**config.mk**
```make
export PLATFORM = sky130hd
export DESIGN_NAME = circle_scene
export DESIGN_NICKNAME = d
export VERILOG_FILES = /design/src/rtl/circle_scene_pkg.sv /design/src/rtl/circle_engine.sv /design/src/rtl/circle_scene.sv
export SDC_FILE = /design/constraint.sdc
export NUM_CORES = 1
export LEC_CHECK = 0
export BUFFER_PORTS_ARGS = -buffer_cell sky130_fd_sc_hd__buf_4
export CAP_MARGIN = 30
export CORE_UTILIZATION = 52
export DETAILED_ROUTE_END_ITERATION = 8
export PLACE_DENSITY_LB_ADDON = 0.3
export REMOVE_ABC_BUFFERS = 1
export SKIP_CTS_REPAIR_TIMING = 1
export SLEW_MARGIN = 10
export SYNTH_ARGS = -nofsm -noshare
export SYNTH_HDL_FRONTEND = slang
export SYNTH_SLANG_ARGS = --single-unit
```
**constraint.sdc**
```tcl
create_clock -name clk -period 5 [get_ports clk]
set_input_delay 0.25 -clock clk [delete_from_list [all_inputs] [get_ports clk]]
set_output_delay 0.25 -clock clk [all_outputs]
set_load 0.03 [all_outputs]
```
**src/rtl/circle_scene_pkg.sv**
```systemverilog
// Shared types and helpers for the concentric-circle scene generator.
package circle_scene_pkg;

    localparam int COLOUR_W = 3;
    localparam logic [COLOUR_W-1:0] COLOUR_BLACK = '0;

    typedef enum logic [2:0] {
        S_IDLE,
        S_CLEAR,
        S_DRAW,
        S_WAIT,
        S_FINISH
    } scene_state_t;

    typedef enum logic {
        E_IDLE,
        E_RUN
    } engine_state_t;

    // Radius of circle k; anything past the 8-bit radius range sticks at 255.
    function automatic logic [7:0] circle_radius(input logic [7:0] base,
                                                 input logic [2:0] k,
                                                 input int         step);
        int sum;
        sum = int'(base) + int'(k) * step;
        return (sum > 255) ? 8'd255 : sum[7:0];
    endfunction

    // Colour of circle k cycles through 1..7 so black is never used for a circle.
    function automatic logic [COLOUR_W-1:0] circle_colour(input logic [2:0] k);
        return (k == 3'd7) ? 3'd1 : k + 3'd1;
    endfunction

endpackage

```
**src/rtl/circle_engine.sv**
```systemverilog
// Midpoint (Bresenham) circle plotter: one octant point per cycle, clipped
// to the screen. A start pulse in idle latches centre, radius and colour;
// done is high during the cycle of the final point.
module circle_engine
    import circle_scene_pkg::*;
#(
    parameter int SCR_W = 160,
    parameter int SCR_H = 120
) (
    input  logic                clk,
    input  logic                rst,
    input  logic                start,
    input  logic [7:0]          centre_x,
    input  logic [6:0]          centre_y,
    input  logic [7:0]          radius,
    input  logic [COLOUR_W-1:0] colour,
    output logic                done,
    output logic                pix_valid,
    output logic [7:0]          pix_x,
    output logic [6:0]          pix_y,
    output logic [COLOUR_W-1:0] pix_colour
);

    // Wide enough for centre +/- radius (-255..510) and the decision variable.
    typedef logic signed [11:0] coord_t;

    localparam coord_t W_LIM = coord_t'(SCR_W);
    localparam coord_t H_LIM = coord_t'(SCR_H);

    engine_state_t       state;
    coord_t              cx, cy;
    coord_t              ox, oy;
    coord_t              d;
    logic [2:0]          oct;
    logic [COLOUR_W-1:0] col;

    coord_t nx, ny, nd;
    coord_t px, py;
    logic   last_step;

    // Next midpoint step, taken once all eight points of the current one are out
    always_comb begin
        ny = oy + 12'sd1;
        if (d[11]) begin
            nx = ox;
            nd = d + (ny <<< 1) + 12'sd1;
        end else begin
            nx = ox - 12'sd1;
            nd = d + ((ny - nx) <<< 1) + 12'sd1;
        end
    end

    // Select the symmetric point for the current octant
    always_comb begin
        // NOTE: every path assigns px/py (default arm included), so no latch is inferred.
        case (oct)
            3'd0:    begin px = cx + ox; py = cy + oy; end
            3'd1:    begin px = cx + oy; py = cy + ox; end
            3'd2:    begin px = cx - oy; py = cy + ox; end
            3'd3:    begin px = cx - ox; py = cy + oy; end
            3'd4:    begin px = cx - ox; py = cy - oy; end
            3'd5:    begin px = cx - oy; py = cy - ox; end
            3'd6:    begin px = cx + oy; py = cy - ox; end
            default: begin px = cx + ox; py = cy - oy; end
        endcase
    end

    assign last_step  = (oct == 3'd7) && (ny > nx);
    assign done       = (state == E_RUN) && last_step;
    assign pix_valid  = (state == E_RUN) && !px[11] && (px < W_LIM) && !py[11] && (py < H_LIM);
    assign pix_x      = px[7:0];
    assign pix_y      = py[6:0];
    assign pix_colour = col;

    // Walk the octant points of each midpoint step, one point per cycle
    always_ff @(posedge clk or posedge rst) begin
        if (rst) begin
            state <= E_IDLE;
            cx    <= '0;
            cy    <= '0;
            ox    <= '0;
            oy    <= '0;
            d     <= '0;
            oct   <= '0;
            col   <= COLOUR_BLACK;
        end else begin
            // NOTE: non-blocking assignments so every register samples pre-edge values.
            case (state)
                E_IDLE: begin
                    if (start) begin
                        cx    <= $signed({4'b0, centre_x});
                        cy    <= $signed({5'b0, centre_y});
                        ox    <= $signed({4'b0, radius});
                        oy    <= '0;
                        d     <= 12'sd1 - $signed({4'b0, radius});
                        oct   <= '0;
                        col   <= colour;
                        state <= E_RUN;
                    end
                end
                E_RUN: begin
                    oct <= oct + 3'd1;
                    if (oct == 3'd7) begin
                        ox <= nx;
                        oy <= ny;
                        d  <= nd;
                        if (ny > nx) begin
                            state <= E_IDLE;
                        end
                    end
                end
                default: state <= E_IDLE;
            endcase
        end
    end

endmodule

```
**src/rtl/circle_scene.sv**
```systemverilog
// Scene sequencer: optionally clears the screen to black, then draws
// NUM_CIRCLES concentric circles through one circle_engine and holds done
// until start drops. Build option: define CIRCLE_SCENE_CLEAR_EN to include
// the clear phase; without it a scene goes straight from IDLE to DRAW.
module circle_scene
    import circle_scene_pkg::*;
#(
    parameter int SCR_W       = 160,
    parameter int SCR_H       = 120,
    parameter int NUM_CIRCLES = 4,
    parameter int R_STEP      = 10
) (
    input  logic                clk,
    input  logic                rst,
    input  logic                start,
    input  logic [7:0]          centre_x,
    input  logic [6:0]          centre_y,
    input  logic [7:0]          base_radius,
    output logic                done,
    output logic [7:0]          vga_x,
    output logic [6:0]          vga_y,
    output logic [COLOUR_W-1:0] vga_colour,
    output logic                vga_plot
);

    localparam logic [7:0] X_LAST = 8'(SCR_W - 1);
    localparam logic [6:0] Y_LAST = 7'(SCR_H - 1);
    localparam logic [2:0] K_LAST = 3'(NUM_CIRCLES - 1);

    scene_state_t state;
    logic [2:0]   k;
    logic [7:0]   lat_x;
    logic [6:0]   lat_y;
    logic [7:0]   lat_r;
    logic [7:0]   clr_x;
    logic [6:0]   clr_y;

    logic                eng_start;
    logic                eng_done;
    logic                eng_valid;
    logic [7:0]          eng_x;
    logic [6:0]          eng_y;
    logic [COLOUR_W-1:0] eng_colour;
    logic [7:0]          eng_radius;
    logic [COLOUR_W-1:0] eng_draw_colour;

    assign eng_start       = (state == S_DRAW);
    assign eng_radius      = circle_radius(lat_r, k, R_STEP);
    assign eng_draw_colour = circle_colour(k);

    circle_engine #(
        .SCR_W (SCR_W),
        .SCR_H (SCR_H)
    ) u_engine (
        .clk        (clk),
        .rst        (rst),
        .start      (eng_start),
        .centre_x   (lat_x),
        .centre_y   (lat_y),
        .radius     (eng_radius),
        .colour     (eng_draw_colour),
        .done       (eng_done),
        .pix_valid  (eng_valid),
        .pix_x      (eng_x),
        .pix_y      (eng_y),
        .pix_colour (eng_colour)
    );

    // Scene sequencer: clear raster, one engine run per circle, then hold done
    always_ff @(posedge clk or posedge rst) begin
        if (rst) begin
            state <= S_IDLE;
            k     <= '0;
            done  <= 1'b0;
            lat_x <= '0;
            lat_y <= '0;
            lat_r <= '0;
            clr_x <= '0;
            clr_y <= '0;
        end else begin
            case (state)
                S_IDLE: begin
                    done <= 1'b0;
                    if (start) begin
                        lat_x <= centre_x;
                        lat_y <= centre_y;
                        lat_r <= base_radius;
                        k     <= '0;
                        clr_x <= '0;
                        clr_y <= '0;
`ifdef CIRCLE_SCENE_CLEAR_EN
                        state <= S_CLEAR;
`else
                        state <= S_DRAW;
`endif
                    end
                end
                S_CLEAR: begin
                    if (clr_x == X_LAST) begin
                        clr_x <= '0;
                        if (clr_y == Y_LAST) begin
                            state <= S_DRAW;
                        end else begin
                            clr_y <= clr_y + 7'd1;
                        end
                    end else begin
                        clr_x <= clr_x + 8'd1;
                    end
                end
                S_DRAW: state <= S_WAIT;
                S_WAIT: begin
                    if (eng_done) begin
                        k <= k + 3'd1;
                        if (k == K_LAST) begin
                            state <= S_FINISH;
                            done  <= 1'b1;
                        end else begin
                            state <= S_DRAW;
                        end
                    end
                end
                S_FINISH: begin
                    if (!start) begin
                        state <= S_IDLE;
                        done  <= 1'b0;
                    end
                end
                default: state <= S_IDLE;
            endcase
        end
    end

    // Pixel port: clear raster or clipped engine pixels, silent in every other state
    always_comb begin
        vga_plot   = 1'b0;
        vga_x      = '0;
        vga_y      = '0;
        vga_colour = COLOUR_BLACK;
        if (state == S_CLEAR) begin
            vga_plot = 1'b1;
            vga_x    = clr_x;
            vga_y    = clr_y;
        end else if ((state == S_WAIT) && eng_valid) begin
            vga_plot   = 1'b1;
            vga_x      = eng_x;
            vga_y      = eng_y;
            vga_colour = eng_colour;
        end
    end

endmodule

```
# Word-level counts from Yosys, hierarchy flattened
# Cells that the tools add are included.
classes:
  add_sub_neg: 21
  mul: 1
  order_cmp: 4
  n_eq_ne: 24
  mux: 50
  bitwise: 1
  reduce_logical: 28
ops:
  columns: ["operator", "count"]
  rows:
  - ["$mux W12", 8]
  - ["$pmux W12 S2", 3]
  - ["$pmux W12 S3", 2]
  - ["$mux W8", 5]
  - ["$add A12 B2 Y12 const B", 3]
  - ["$mux W3", 12]
  - ["$mux W7", 5]
  - ["$add A12 B12 Y12", 2]
  - ["$add A8 B12 Y12", 2]
  - ["$add A9 B12 Y12", 2]
  - ["$sub A8 B12 Y12", 2]
  - ["$sub A9 B12 Y12", 2]
  - ["$eq A3 B3 Y1 const B", 6]
  - ["$ne A2 B2 Y1 const B", 9]
  - ["$pmux W8 S2", 1]
  - ["$eq A3 B2 Y1 const B", 5]
  - ["$pmux W3 S5", 1]
  - ["$pmux W7 S2", 1]
  - ["$gt A12 B12 Y1", 1]
  - ["$lt A12 B8 Y1 const B", 1]
  - ["$lt A12 B9 Y1 const B", 1]
  - ["$pmux W3 S2", 2]
  - ["$reduce_or A2 Y1", 6]
  - ["$sub A12 B2 Y12 const B", 1]
  - ["24 further kinds", 46]
word_totals:
  ff_bits: 103
  out_inout_bits: 20
  elab_cells: 145

# Logic depth before layout (Yosys ltp)
# Gate-level depths: netlist (run 1).
depth:
  word_depth: 11
  depth_mapped: 20

# Hierarchy
# Synthesis (run 1) repeated with hierarchy kept, for this count alone.
hier_totals:
  cells_unflattened: 1218
  hier_area_um2: 9552.9
by_module_without_submodules:
  columns: ["module", "n_inst", "cells_per_inst", "area_per_inst_um2", "seq_area_each_um2"]
  rows:
  - ["circle_engine", 1, 909, 6874.1, 1451.4]
  - ["circle_scene", 1, 309, 2678.8, 1126.1]

# Worst setup path after synthesis (run 1)
# Ideal clock, no wire load.
synth_timing:
  kind: "register to output"
  start: "register u_engine.oct[0]"
  end: "output port vga_colour[0]"
  arrival_time_ns: 4.513
  required_time_ns: 4.750
  slack_ns: 0.237
  path_stages_with_launch: 21
  cell_sequence: "dfrtp_1 -> inv_1 -> ha_1 -> clkbuf_1 -> clkbuf_1 -> o22a_1 -> nor2_1 -> a2111oi_0 -> o41ai_1 -> a21oi_1 -> ha_1 -> o211ai_1 -> o21ai_0 -> o221ai_1 -> nor2_1 -> a21oi_1 -> or4_1 -> o22a_1 -> nor4b_4 -> buf_6 -> and2_1"
synth_via:
  elab_chain_cells: 11
synth_rtl:
  columns: ["item", "line", "source"]
  rows:
  - ["from (decl)", "circle_engine.sv:34", "logic [2:0] oct;"]
  - ["from (signal assigned)", "circle_engine.sv:102", "oct <= oct + 3'd1;"]
  - ["branches (longest 7 deep; another with $lt A12 B9 Y1)", null, null]
  - ["$logic_and A1 B1 Y1 *", "circle_engine.sv:70", "assign pix_valid = (state == E_RUN) && !px[11] && (px < W_LIM) && !py[11] && (py < H_LIM);"]
  - ["$logic_and A1 B1 Y1 *", "circle_scene.sv:143", "end else if ((state == S_WAIT) && eng_valid) begin"]
  - ["$mux W3 *", "circle_scene.sv:143", null]
  - ["$mux W3 *", "circle_scene.sv:139", "if (state == S_CLEAR) begin"]
  - ["to (decl)", "circle_scene.sv:22", "output logic [COLOUR_W-1:0] vga_colour,"]
# Every way passes the cells marked *.

# Worst setup path in the final report (run 1)
layout_timing:
  start: "register u_engine.oct[1]"
  end: "output port vga_y[6]"
layout_via:
  elab_chain_cells: 11
layout_rtl:
  columns: ["item", "line", "source"]
  rows:
  - ["branches (longest 9 deep; another with $lt A12 B9 Y1)", null, null]
  - ["$mux W7 *", "circle_scene.sv:143", null]
  - ["$mux W7 *", "circle_scene.sv:139", null]
  - ["to (decl)", "circle_scene.sv:21", "output logic [6:0] vga_y,"]
# Marks and branches as above.

==> impl_metrics.csv, run 1 <==
group,metric,value,unit
status,outcome,"finished, final reports clean",
synth,synth_top_cell_by_area,"dfrtp_1",
place,place.detailed.hpwl,18500,um
sta,skew,13.1,ps
synth,synth_top_area_share,0.278,
synth,synth_cell_types,71,
sta,fin_crit,4970,ps
worst_setup_path,criticalPathCategory,"reg2out",
sta,worst_slack,31.0,ps
floorplan,dieArea,18400,um^2
finish,finalNetCount,1263,
cts,clkTransAtPathRegs,90,ps
run,maxCapViolations,0,
place,gp_congestion,0.919,
synth,synth_simple_gate_area_frac,0.188,
cts,clk_latency,370,ps
sta,fin_crit_sh,0.994,
worst_setup_path,path_common_cell,"buf_4",
detailed_routing,drt_iter0_drc,714,
sta,hold_viol,0,
sta,tns,0,ps
grt,gr-usage-all-layers,0.279,
detailed_routing,vias,8563,
cts,clockBufferDepth,2,
synth,synth_fa_ha_area_frac,0.126,
detailed_routing,routed_wl,25400,um
synth,avgSynthCellArea,8.38,um^2
finish,num_antenna_cells,0,
detailed_routing,first_pass_iters,5,
synth,post-synth-top-count-cell,"nand2_1",
synth,synthCells,1108,
worst_setup_path,crit_chain,"buf_4 > ha_4 > or2_2 > or3_4 > buf_4 > o21ai_0 > a221oi_2 > ha_1 > o21a_1 > o31a_1 > o31a_1 > or2_4 > nor3_1 > o21ai_0 > mux2i_1 > nor4b_4 > buf_4 > clkbuf_16 > a22o_1 > buf_4",
cts,cts_root_buf,"clkbuf_16",
sta,maxSlewHeadroom,0.373,
place,place_ws,114,ps
finish,layout-drive-gt1-share,0.173,
worst_setup_path,cpPeakStageDelay,410,ps
worst_hold_path,hp-class,"in2async",
detailed_routing,remaining_drc_errors,0,
synth,synth_xor_xnor_area_share,0.0896,
finish,area_delta_synth_final,13.0,%
synth,synth_top_family_by_area,"compound AO/OA/AOI/OAI gates",
grt,first_global_vias,7663,
grt,met2_usage,0.436,
grt,use_met3,0.0498,
detailed_routing,avgRoutedWirePerCell,18.5,um
sta,setup_violations,0,
worst_setup_path,critPathLaunchType,"flip-flop",
sta,worst_pin_slew,937,ps
floorplan,core_area,17400,um^2
synth,synth_area,9290,um^2
synth,synthTopCellsByCount,"nand2_1, dfrtp_1, nor2_1",
synth,synth_compound_area_frac,0.213,
synth,ys_ff_latch,103,
synth,synth_ff_type,"dfrtp_1",
worst_setup_path,required,4750,ps
detailed_routing,vias_per_cell,6.22,
synth,synth-edff-count,0,
synth,netlist_top_cells_area,"dfrtp_1, ha_1, xnor2_1, mux2_2, o21ai_0",
synth,synthArstFlopShare,1.00,
floorplan,rows,48,
sta,max_freq,201,MHz
cts,h-tree-depth,3,
synth,synth_mux_area_frac,0.0645,
worst_setup_path,cp.arrival,4720,ps
floorplan,die_width,136,um
sta,drv_slew,0,
synth,yosys_warnings,0,
synth,ys_seq_area_frac,0.278,
detailed_routing,postRouteAntennaNets,0,
worst_setup_path,critPathMaxFanout,9,
cts,cts_tree,"done",
cts,cts.sinks,103,
place,numPortBuffers,45,
floorplan,initial_utilization,0.535,
grt,met1_usage,0.399,
worst_setup_path,critPathSlowestCell,"dfrtp_1",
grt,grt_max_degree,65,
grt,gr-total-overflow,0,
floorplan,die_h,136,um
grt,grt.busiest_layer,"met2",
grt,grt_pass1_wl,40200,um
floorplan,ioPinCount,46,
grt,antenna_found_initial,0,
cts,numCtsBuffers,9,
worst_setup_path,endpoint_kind,"output port",
## final timing paths
path	start	endpoint	slack [ps]	cells past startpoint
hold reg to reg	lat_y[1]$_DFFE_PP0P_	u_engine.cy[1]$_DFFE_PP0P_	490	2
setup / recovery	u_engine.oct[1]$_DFFE_PP0P_	vga_y[6]	30	20
max in group asynchronous	rst	lat_x[5]$_DFFE_PP0P_	3890	3
setup reg to reg	u_engine.oy[0]$_DFFE_PP0P_	u_engine.d[11]$_DFFE_PP0P_	720	16
hold / removal	rst	u_engine.d[6]$_DFFE_PP0P_	60	2
min in group clk	base_radius[3]	lat_r[3]$_DFFE_PP0P_	110	2
## flip-flops by register name, indices dropped and copies added (netlist names)
register / count
lat_r: 8
u_engine.oct: 3
u_engine.state: 1
u_engine.d: 12
lat_x: 8
u_engine.cx: 8
u_engine.ox: 12
clr_x: 8
clr_y: 7
lat_y: 7
u_engine.pix_colour: 3
u_engine.cy: 7
k: 3
done: 1
state: 3
u_engine.oy: 12
## cells by family after synthesis
group	after synthesis
buffers and inverters	99
AO/OA/AOI/OAI	302
XOR/XNOR	95
flip-flops	103
adder cells (fa/ha/maj)	90
AND/OR/NAND/NOR	364
multiplexers	55
## final cells by class
class                           count  area (um^2)
Fill cell                        1517         6870
Inverter                           35          134
Clock inverter                      6         62.6
Multi-Input combinational cell    906         6480
Sequential cell                   103         2580
Tap cell                          225          282
Timing Repair Buffer               92          721
Clock buffer                       10          229
## cell usage in the layout (no fill, tap or decap), types with 9 or more instances in the layout
cell type	instances
o21a_1	10
o22ai_1	16
a21oi_1	55
nor2b_1	9
mux2_2	38
dfrtp_1	101
a31oi_1	11
a21o_1	19
and2_1	10
xnor2_1	63
ha_1	77
mux2i_1	15
a22o_1	18
o21ai_0	84
buf_4	90
inv_1	30
and3_1	17
nand3_1	36
o211ai_1	9
nor2_1	97
clkbuf_16	10
nor3_1	23
nand2_1	110
xor2_1	32
## per-layer routing
metal  vias up  wire, um
met4         0       338
met3        34      1830
met1      4124     11500
met5         -         0
li1       4079         -
met2       326     11700
## per-stage QoR
step	cells	area (um^2)	hold WS [ps]	util
after floorplan	1044	9030	402	-
after global placement	1350	9950	459	0.573
after detailed placement	1350	9950	468	0.573
after CTS	1366	10200	81.6	0.590
after global routing	1377	10500	105	0.604
final	1377	10500	61.1	0.604
## critical path: cells and delay by family (launching register included)
kind            cells  cell delay (ps)
fa+ha+maj           2              500
flops               1              410
compound gates      7              950
mux                 1              220
buf+inv             5              840
simple gates        5             1420
Power of run 1 is left out: the tool's default activity adds up to more than one toggle a clock period on the data nets, which glitch-free logic cannot reach.
==> inputs of run 2 (changes only) <==
--- a/config.mk
+++ b/config.mk
@@ -7,6 +7,7 @@
 export LEC_CHECK = 0
 export BUFFER_PORTS_ARGS = -buffer_cell sky130_fd_sc_hd__buf_4
 export CAP_MARGIN = 30
+export CORE_MARGIN = 4
 export CORE_UTILIZATION = 52
 export DETAILED_ROUTE_END_ITERATION = 8
 export PLACE_DENSITY_LB_ADDON = 0.3
==> run 2 against run 1 <==
Net effect:
- global-route usage decreased by 3.2 points
- register-to-register slack improved by 60 ps
- critical path type unchanged
- final area increased by 1.3%
- clock skew decreased by 4.8 ps
- maximum frequency increased by 0.32%
- setup slack improved by 16 ps
- first-iteration DRC count increased by 20%
- critical path depth unchanged
- sequential share of layout area decreased by 0.30 points
- via count increased by 0.33%
- worst hold slack improved by 53 ps
==> impl_metrics.csv, run 2 (synthesized netlist as in run 1, its figures left out) <==
group,metric,value,unit
floorplan,die_h,142,um
detailed_routing,remaining_drc_errors,0,
floorplan,dieArea,20100,um^2
worst_setup_path,cpPeakStageDelay,420,ps
cts,numCtsBuffers,9,
worst_hold_path,hp-class,"in2reg",
worst_setup_path,critPathBufInv,5,
run,maxCapViolations,0,
cts,cts_tree,"done",
sta,fin_crit,4950,ps
grt,gr-total-overflow,0,
place,numPortBuffers,45,
worst_setup_path,required,4750,ps
floorplan,die_width,142,um
cts,cts.sinks,103,
sta,setup_violations,0,
detailed_routing,vias,8591,
worst_setup_path,crit_family,"simple AND/OR/NAND/NOR gates",
grt,grt_pass1_wl,40500,um
finish,layout-drive-gt1-share,0.182,
worst_setup_path,criticalPathCategory,"reg2out",
sta,drv_slew,0,
finish,final_common_cell,"nand2_1",
worst_setup_path,critPathMaxFanout,6,
grt,first_global_vias,8027,
detailed_routing,first_pass_iters,5,
grt,grt_max_degree,69,
floorplan,core_area,17400,um^2
sta,rsz0062_at_grt,"yes",
grt,antenna_found_initial,0,
status,outcome,"finished, final reports clean",
worst_setup_path,critPathSlowestCell,"dfrtp_1",
detailed_routing,vias_per_cell,6.20,
place,place.detailed.hpwl,18100,um
detailed_routing,avgRoutedWirePerCell,18.3,um
sta,skew,8.34,ps
sta,hold_viol,0,
cts,cts_root_buf,"clkbuf_16",
finish,layout_common_cells,"nand2_1, dfrtp_1, nor2_1",
detailed_routing,routed_wl,25300,um
sta,worst_pin_slew,840,ps
cts,clk_latency,360,ps
floorplan,ioPinCount,46,
sta,max_freq,202,MHz
finish,num_antenna_cells,0,
finish,utilization,0.610,
floorplan,initial_utilization,0.533,
worst_setup_path,crit_chain,"buf_6 > ha_4 > buf_12 > or2_4 > or3_4 > nand2_2 > a21oi_2 > ha_1 > nor2b_4 > o31a_1 > o31a_1 > or2_4 > xnor2_2 > nand3_1 > o31a_1 > nor4b_4 > buf_4 > buf_6 > a22o_1 > buf_6",
finish,finalNetCount,1272,
floorplan,rows,48,
worst_setup_path,cp.arrival,4700,ps
worst_setup_path,endpoint_kind,"output port",
detailed_routing,drt_iter0_drc,859,
sta,maxSlewHeadroom,0.440,
sta,tns,0,ps
cts,clockBufferDepth,2,
cts,h-tree-depth,3,
finish,area_delta_synth_final,14.4,%
cts,clkTransAtPathRegs,80,ps
grt,gr-usage-all-layers,0.246,
finish,reg_top3,"u_engine.d: 12 flops, u_engine.ox: 12 flops, u_engine.oy: 12 flops",
sta,fin_crit_sh,0.991,
place,gp_congestion,0.959,
detailed_routing,postRouteAntennaNets,0,
worst_setup_path,critPathLaunchType,"flip-flop",
run 2: cell count changes in the layout (fill, tap and decap cells not counted), moves of 2 or more:
cell	delta
nor3_1	-3
buf_4	-4
buf_6	+10
nand2_1	-2
nand2_2	+2
a221oi_2	-2
nor3_2	+3
a221oi_1	+2
run 2: final cells by class:
type | count | area [um^2]
clock buffer | 9 | 225
clock inverter | 7 | 62.6
fill | 1493 | 6790
inverter | 35 | 134
multi-input combinational | 906 | 6490
sequential | 103 | 2580
tap | 225 | 282
timing repair buffer | 101 | 848
run 2: path summary, 6_finish.rpt:
path / start / end / slack (ps) / cells past startpoint
setup / recovery: u_engine.oct[0]$_DFFE_PP0P_ / vga_y[3] / 50 / 20
hold / removal: base_radius[7] / lat_r[7]$_DFFE_PP0P_ / 110 / 2
setup reg to reg: u_engine.oy[1]$_DFFE_PP0P_ / u_engine.d[9]$_DFFE_PP0P_ / 780 / 18
hold reg to reg: lat_y[1]$_DFFE_PP0P_ / u_engine.cy[1]$_DFFE_PP0P_ / 500 / 2
max in group asynchronous: rst / u_engine.oct[2]$_DFFE_PP0P_ / 3240 / 4
min in group asynchronous: rst / lat_r[6]$_DFFE_PP0P_ / 470 / 3
run 2: stage by stage:
stage	hold WS [ps]	setup WS, ps	area, um^2	instances
after global placement	329	242	9920	1348
after global routing	108	-68.6	10600	1386
after CTS	-58.4	-350	10200	1364
after floorplan	402	42.1	9030	1044
final	114	47.0	10600	1386
after detailed placement	330	89.7	9920	1348
run 2: per-layer routing:
layer	wire length, um	track usage	up-vias
li1	-	-	4111
met1	11300	0.357	4074
met2	11700	0.382	346
met3	1660	0.0337	60
met4	654	0.0778	0
met5	0	0	-
run 2: worst register-to-register path, stage by stage (launching register included):
cell      delay, ps
dfrtp_2         460
inv_2           110
ha_2            300
buf_4           180
ha_1            300
a21o_1          180
a21o_1          200
a21o_1          190
a21o_1          200
a21o_1          180
a21o_1          210
xor2_1          160
ha_1            350
and3_1          200
a311oi_1        400
xor2_1          120
nor2_1          100
a21oi_1          60
a211oi_1        270
Power of run 2 is left out for the same reason.
